[src/rtl/gray_fifo_wptr.sv]
// Write-side pointer tracker for an async FIFO: binary/Gray write pointer, remote Gray pointer synchroniser, occupancy and full.
// Optional Gray-violation / overrun checking is compiled in with GRAY_FIFO_WPTR_CHECK_EN.
module gray_fifo_wptr #(
  parameter int ADDR_W      = 4,
  parameter int SYNC_STAGES = 2
) (
  input  logic              clk,
  input  logic              rst,
  input  logic              inc_i,
  input  logic [ADDR_W:0]   remote_gray_i,
  output logic              accept_o,
  output logic [ADDR_W:0]   ptr_bin_o,
  output logic [ADDR_W:0]   ptr_gray_o,
  output logic [ADDR_W:0]   remote_bin_o,
  output logic [ADDR_W:0]   count_o,
  output logic              full_o,
  output logic              err_o
);

  localparam int PW = ADDR_W + 1;
  localparam logic [PW-1:0] DEPTH = {1'b1, {ADDR_W{1'b0}}};

  logic [PW-1:0] ptr_bin_q, ptr_bin_d;
  logic [PW-1:0] ptr_gray_q, ptr_gray_d;
  logic [SYNC_STAGES-1:0][PW-1:0] sync_q;
  logic [PW-1:0] sync_last;
  logic [PW-1:0] remote_bin;
  logic [PW-1:0] count;
  logic          full;
  logic          accept;

  assign sync_last = sync_q[SYNC_STAGES-1];

  // Gray is registered alongside binary so the crossing value never glitches.
  always_comb begin
    ptr_bin_d  = ptr_bin_q;
    ptr_gray_d = ptr_gray_q;
    if (accept) begin
      ptr_bin_d  = ptr_bin_q + PW'(1);
      ptr_gray_d = ptr_bin_d ^ (ptr_bin_d >> 1);
    end
  end

  always_ff @(posedge clk) begin
    if (rst) begin
      ptr_bin_q  <= '0;
      ptr_gray_q <= '0;
      sync_q     <= '0;
    end else begin
      ptr_bin_q  <= ptr_bin_d;
      ptr_gray_q <= ptr_gray_d;
      sync_q     <= {sync_q[SYNC_STAGES-2:0], remote_gray_i};
    end
  end

  genvar gi;
  generate
    for (gi = 0; gi < PW; gi++) begin : g_decode
      assign remote_bin[gi] = ^sync_last[ADDR_W:gi];
    end
  endgenerate

  assign count  = ptr_bin_q - remote_bin;
  assign full   = (count == DEPTH);
  assign accept = inc_i && !full;

`ifdef GRAY_FIFO_WPTR_CHECK_EN
  logic [PW-1:0] last_prev_q;
  logic [PW-1:0] delta;
  logic          err_q, err_d;

  // More than one bit set in delta means the remote pointer was not a legal Gray step.
  always_comb begin
    delta = sync_last ^ last_prev_q;
    err_d = err_q;
    if (((delta & (delta - PW'(1))) != '0) || (count > DEPTH)) begin
      err_d = 1'b1;
    end
  end

  always_ff @(posedge clk) begin
    if (rst) begin
      last_prev_q <= '0;
      err_q       <= 1'b0;
    end else begin
      last_prev_q <= sync_last;
      err_q       <= err_d;
    end
  end

  assign err_o = err_q;
`else
  assign err_o = 1'b0;
`endif

  assign accept_o     = accept;
  assign ptr_bin_o    = ptr_bin_q;
  assign ptr_gray_o   = ptr_gray_q;
  assign remote_bin_o = remote_bin;
  assign count_o      = count;
  assign full_o       = full;

endmodule

[config.mk]
export PLATFORM = sky130hd
export DESIGN_NAME = gray_fifo_wptr
export DESIGN_NICKNAME = d
export VERILOG_FILES = /design/src/rtl/gray_fifo_wptr.sv
export SDC_FILE = /design/constraint.sdc
export NUM_CORES = 1
export LEC_CHECK = 0
export CAP_MARGIN = 20
export CELL_PAD_IN_SITES_DETAIL_PLACEMENT = 1
export CELL_PAD_IN_SITES_GLOBAL_PLACEMENT = 1
export CORE_ASPECT_RATIO = 0.7
export CORE_MARGIN = 4
export CORE_UTILIZATION = 38
export DETAILED_ROUTE_END_ITERATION = 8
export HOLD_SLACK_MARGIN = 0.1
export PLACE_DENSITY = 0.84
export SLEW_MARGIN = 0
export SYNTH_ARGS = -nofsm -noshare
export SYNTH_HDL_FRONTEND = slang
export SYNTH_SLANG_ARGS = --single-unit
[constraint.sdc]
create_clock -name clk -period 7.4 [get_ports clk]
set_clock_uncertainty 0.05 [all_clocks]
set_input_delay 1.48 -clock clk [delete_from_list [all_inputs] [get_ports clk]]
set_output_delay 1.48 -clock clk [all_outputs]
set_load 0.01 [all_outputs]
---- After elaboration in Yosys (flattened, before gate mapping) ----
Cells that the tools add are included.
Widths: inputs -> output; s select.
cells by class
  add/sub/neg operators ................... 2
  reductions and logical operators ........ 6
  equality and inequality tests ........... 1
  bitwise gates (word level) .............. 1
operators with widths
  operator             count
  $add 5x1->5 const B  1
  $eq 5x5->1 const B   1
  $reduce_xor 5->1     1
  $sub 5x5->5          1
  $xor 5x4->5          1
  $reduce_xor 4->1     1
  $reduce_xor 3->1     1
  $reduce_xor 2->1     1
  $logic_and 1x1->1    1
  $logic_not 1->1      1
storage, ports and cells
  output and inout bits ................... 23
  logic and storage cells ................. 14
  input port bits ......................... 8
  register bits after elaboration ......... 20

---- Longest topological paths before layout ----
  depth after elaboration ................. 5
  mapped depth ............................ 15
  gate-level depth less buffers ........... 12

---- Worst setup path after synthesis ----
Ideal clock, no wire load.
  path type ............................... register -> output
  start point ............................. reg sync_q (netlist bit sync_last[3])
  end point ............................... out accept_o
  stages on the path, launching flop included .. 12
  slack ................................... 2.603 ns
  path buffers ............................ 2
  data required time ...................... 5.870 ns
  data arrival time ....................... 3.267 ns
  path through ............................ dfxtp_1 xor3_2 xnor2_1 xnor2_1 ha_1 fa_1 clkbuf_1 or3_1 a211oi_1 o32ai_2 a22o_4 buf_6
on the way
  longest elaborated chain between the ends .. 5
  elaborated cells on any way between the ends .. 8
  those cells by class .................... add/sub: 1; eq/ne: 1; reduce/logical: 6
ends and longest elaborated chain
  element                    RTL line  RTL
  from (decl)                25        logic [SYNC_STAGES-1:0][PW-1:0] sync_q;
  from (signal assigned)     52        sync_q <= {sync_q[SYNC_STAGES-2:0], remote_gray_i};
  $reduce_xor 3->1           59        assign remote_bin[gi] = ^sync_last[ADDR_W:gi];
  named net remote_bin_o[2]  14        output logic [ADDR_W:0] remote_bin_o,
  $sub 5x5->5                63        assign count = ptr_bin_q - remote_bin;
  $eq 5x5->1                 64        assign full = (count == DEPTH);
  $logic_not 1->1            65        assign accept = inc_i && !full;
  $logic_and 1x1->1          65
  to (decl)                  11        output logic accept_o,
The timed path passes the listed nets, and every way through them passes these cells.

---- Worst setup path in the final report ----
  start point ............................. reg sync_q (netlist bit sync_last[3])
  end point ............................... out accept_o
on the way
  longest elaborated chain between the ends .. 5
  elaborated cells on any way between the ends .. 8
  those cells by class .................... add/sub: 1; eq/ne: 1; reduce/logical: 6
ends and longest elaborated chain
  element                                   RTL line
  $reduce_xor 5->1 (tied with other cells)  59
  $sub 5x5->5 *                             63
  $eq 5x5->1 *                              64
  $logic_not 1->1 *                         65
  $logic_and 1x1->1 *                       65
Every way passes the cells marked *; elsewhere a longest branch is shown, timed or not.

==> metrics.txt <==
Starting DRT DRC Count=34; Final Power=0.0003967 W; remaining antenna violation count=0; Hold Buf Count CTS=0; largest net degree at the start of global routing=28; vias in the first global route=between 1000 and 1500; area delta synth->final=26.06%; RSZ-0062 raised after global routing=no; Finish-stage setup viols=0; Ys Warns=0; hold worst-path end=sync_last[1]; # fillers=350; Post-synth EDFFs=0; post-synth top area share=31.31%; Max-slew headroom=about 44%; first-pass GRT wire length=5.181 mm; Port Buffer Count=29; Period minus WS final=5.735 ns; clock buffer depth=2; CP Data Required Time=5.87 ns; PD cells=around 260 nW/um2; sequence of cells on the critical path=xor3_2, xnor2_1, xnor2_1, ha_1, fa_1, or3_1, a211oi_1, o32ai_2, a22o_4, clkdlybuf4s50_1; crit-path leading delay family=XOR/XNOR gates; most common cell in the netlist=dfxtp_1; cell at the slowest stage of the critical path=xor3_2; GRT Total Usage=15.77%; reg2reg end=ptr_bin_o[4]; gr ovfl total=0; Hold Path Depth=1; Period Utilization, post-route=77.49%; H-tree levels=1; Synth area leader=dfxtp_1; drt drc=0; clk_lat worst skew=about 0.27 ns; worst vdd ir=0.1201 mV; Yosys cell types=41; vias per cell=5.035; R2R depth=11; die width=75.58 um; Die Footprint=4180 um2; cell count after synthesis=141; Crit path largest cell delay=0.57 ns; register area=380.4 um2; Hold Vio Cnt, Final=0; Top FF cell, synth=dfxtp_1; ranking of synthesized cells by area=dfxtp_1 (31%), xnor2_1 (9.4%), nor2b_1 (6.7%); initial core utilization=41.57%; share of layout cells above drive strength 1=6.790%; sequential area share after synthesis=between 30% and 40%; min-delay worst type=flip-flop to flip-flop; most used cell, CP=xnor2_1; clock sink count=19; Post-Syn Nets=154; WHS=0.3940 ns; Reg clk slew, reported paths=around 0.080 ns; clock root buffer=clkbuf_8; I/O pins=31; final WL=3.110 mm; HP Start=sync_q[1]; multi-input logic area=729.5 um2; dpl cell area=1483 um2; wire per inst=15.71 um; Avg Inst Size Synth=8.616 um2; CTS tree=built; Worst Setup End Kind=output pin; number of max-cap violations=0; Place WS=1.966 ns; crit path buf inv count=1; Cell Area, Synth=1215 um2; hpwl dp=about 2.4 mm; diodes inserted=0; Setup Fix Bufs, Post-CTS=0; Post-CTS Resized=0; Final TNS setup=0 ns; max-slew violations=0; top achievable clock speed=174.4 MHz; Synth async-reset ratio=0%; final instance area=1531 um2; critical path peak fanout=15; Final Net Count=176; Leak=0.6028 nW; initial antenna violation count=0; RR Startpoint=sync_last[3]; row count=16; Vias=997; most frequent cells after synthesis=dfxtp_1 (19), nor2_1 (14), nor2b_1 (13), xnor2_1 (13), inv_1 (9); startpoint types=flip-flop; Setup CP Type=flip-flop to output pin; outcome=finished, final reports clean; flop2flop setup slack=3.35 ns; worst-margin pin slew=0.8427 ns; Inserted Clock Buffers=3; #FFs+latches synth=19; chip height=55.31 um; core footprint=2923 um2; Final WS setup=1.665 ns; critical path arrival=4.20 ns; drt pass-1 iters=4; placer's final routability congestion estimate=0.7791
## area by class of cell
cell class              instances  area share, %
inverters                      10          2.451
clock buffers                   3          2.696
flip-flops and latches         19          24.84
multi-input cells             100          47.63
repair buffers                 29          18.95
well taps                      36          2.941
clock inverters                 1         0.4902
## cell usage in the layout, fill, tap and decap left out, types with 2 or more instances in the layout
cell type and instances:
clkbuf_8 3, and2_1 2, inv_1 9, nand2b_1 5, nor2b_1 13, o21ai_1 5, xor2_1 4, dfxtp_1 19
nor2_1 14, a21oi_1 4, nand2_1 8, xnor2_1 13, mux2_1 3, o21ai_0 3, ha_1 4, nand4_1 2
clkdlybuf4s50_1 29
## stage by stage
| step | utilization (%) | std cells |
|---|---|---|
| 2_1_floorplan | - | 141 |
| 3_3_place_gp | 50.73 | 194 |
| 3_5_place_dp | 50.73 | 194 |
| 4_1_cts | 52.40 | 198 |
| 5_1_grt | 52.40 | 198 |
| 6_report | 52.40 | 198 |
## report_power, final
| group | leakage [nW] | total, W | switching, W | internal [W] |
|---|---|---|---|---|
| Combinational | 0.425 | 0.000196 | 0.0000984 | 0.0000979 |
| Sequential | 0.156 | 0.000125 | 0.0000117 | 0.000113 |
| Clock | 0.0217 | 0.0000758 | 0.0000378 | 0.0000381 |
| Total | 0.603 | 0.000397 | 0.000148 | 0.000249 |
## routing by layer
metal / wire length [um] / share of wire [%] / global-route usage [%]
met5: 0 / 0 / 0
met4: 27 / 0.87 / 3.741
met3: 133 / 4.3 / 3.261
met2: 1550 / 50 / 25.46
met1: 1399 / 45 / 21.26
## worst max path at each step
stage | slack, ns | endpoint | start | cells after the start
6_report | 1.67 | accept_o | sync_last[3] | 10
3_5_place_dp | 1.97 | accept_o | sync_last[3] | 10
2_1_floorplan | 2.60 | accept_o | sync_last[3] | 11
5_1_grt | 1.38 | accept_o | sync_last[3] | 10
3_3_place_gp | 2.26 | accept_o | sync_last[3] | 10
4_1_cts | 1.64 | accept_o | sync_last[3] | 10
## registers in the layout, indices dropped and copies added, names as in the netlist
register	cells
ptr_bin_o	5
sync_last	5
sync_q	5
ptr_gray_o	4
## logic make-up after synthesis
family                   Yosys count  synth area share, %
multiplexers                       4                3.604
buffers and inverters             22                8.649
adder cells (fa/ha/maj)            6                6.591
AND/OR/NAND/NOR                   49                21.42
other                              1               0.3087
XOR/XNOR                          19                15.65
flip-flops                        19                31.31
AO/OA/AOI/OAI                     21                12.46
Power figures use the tool's default switching activity.
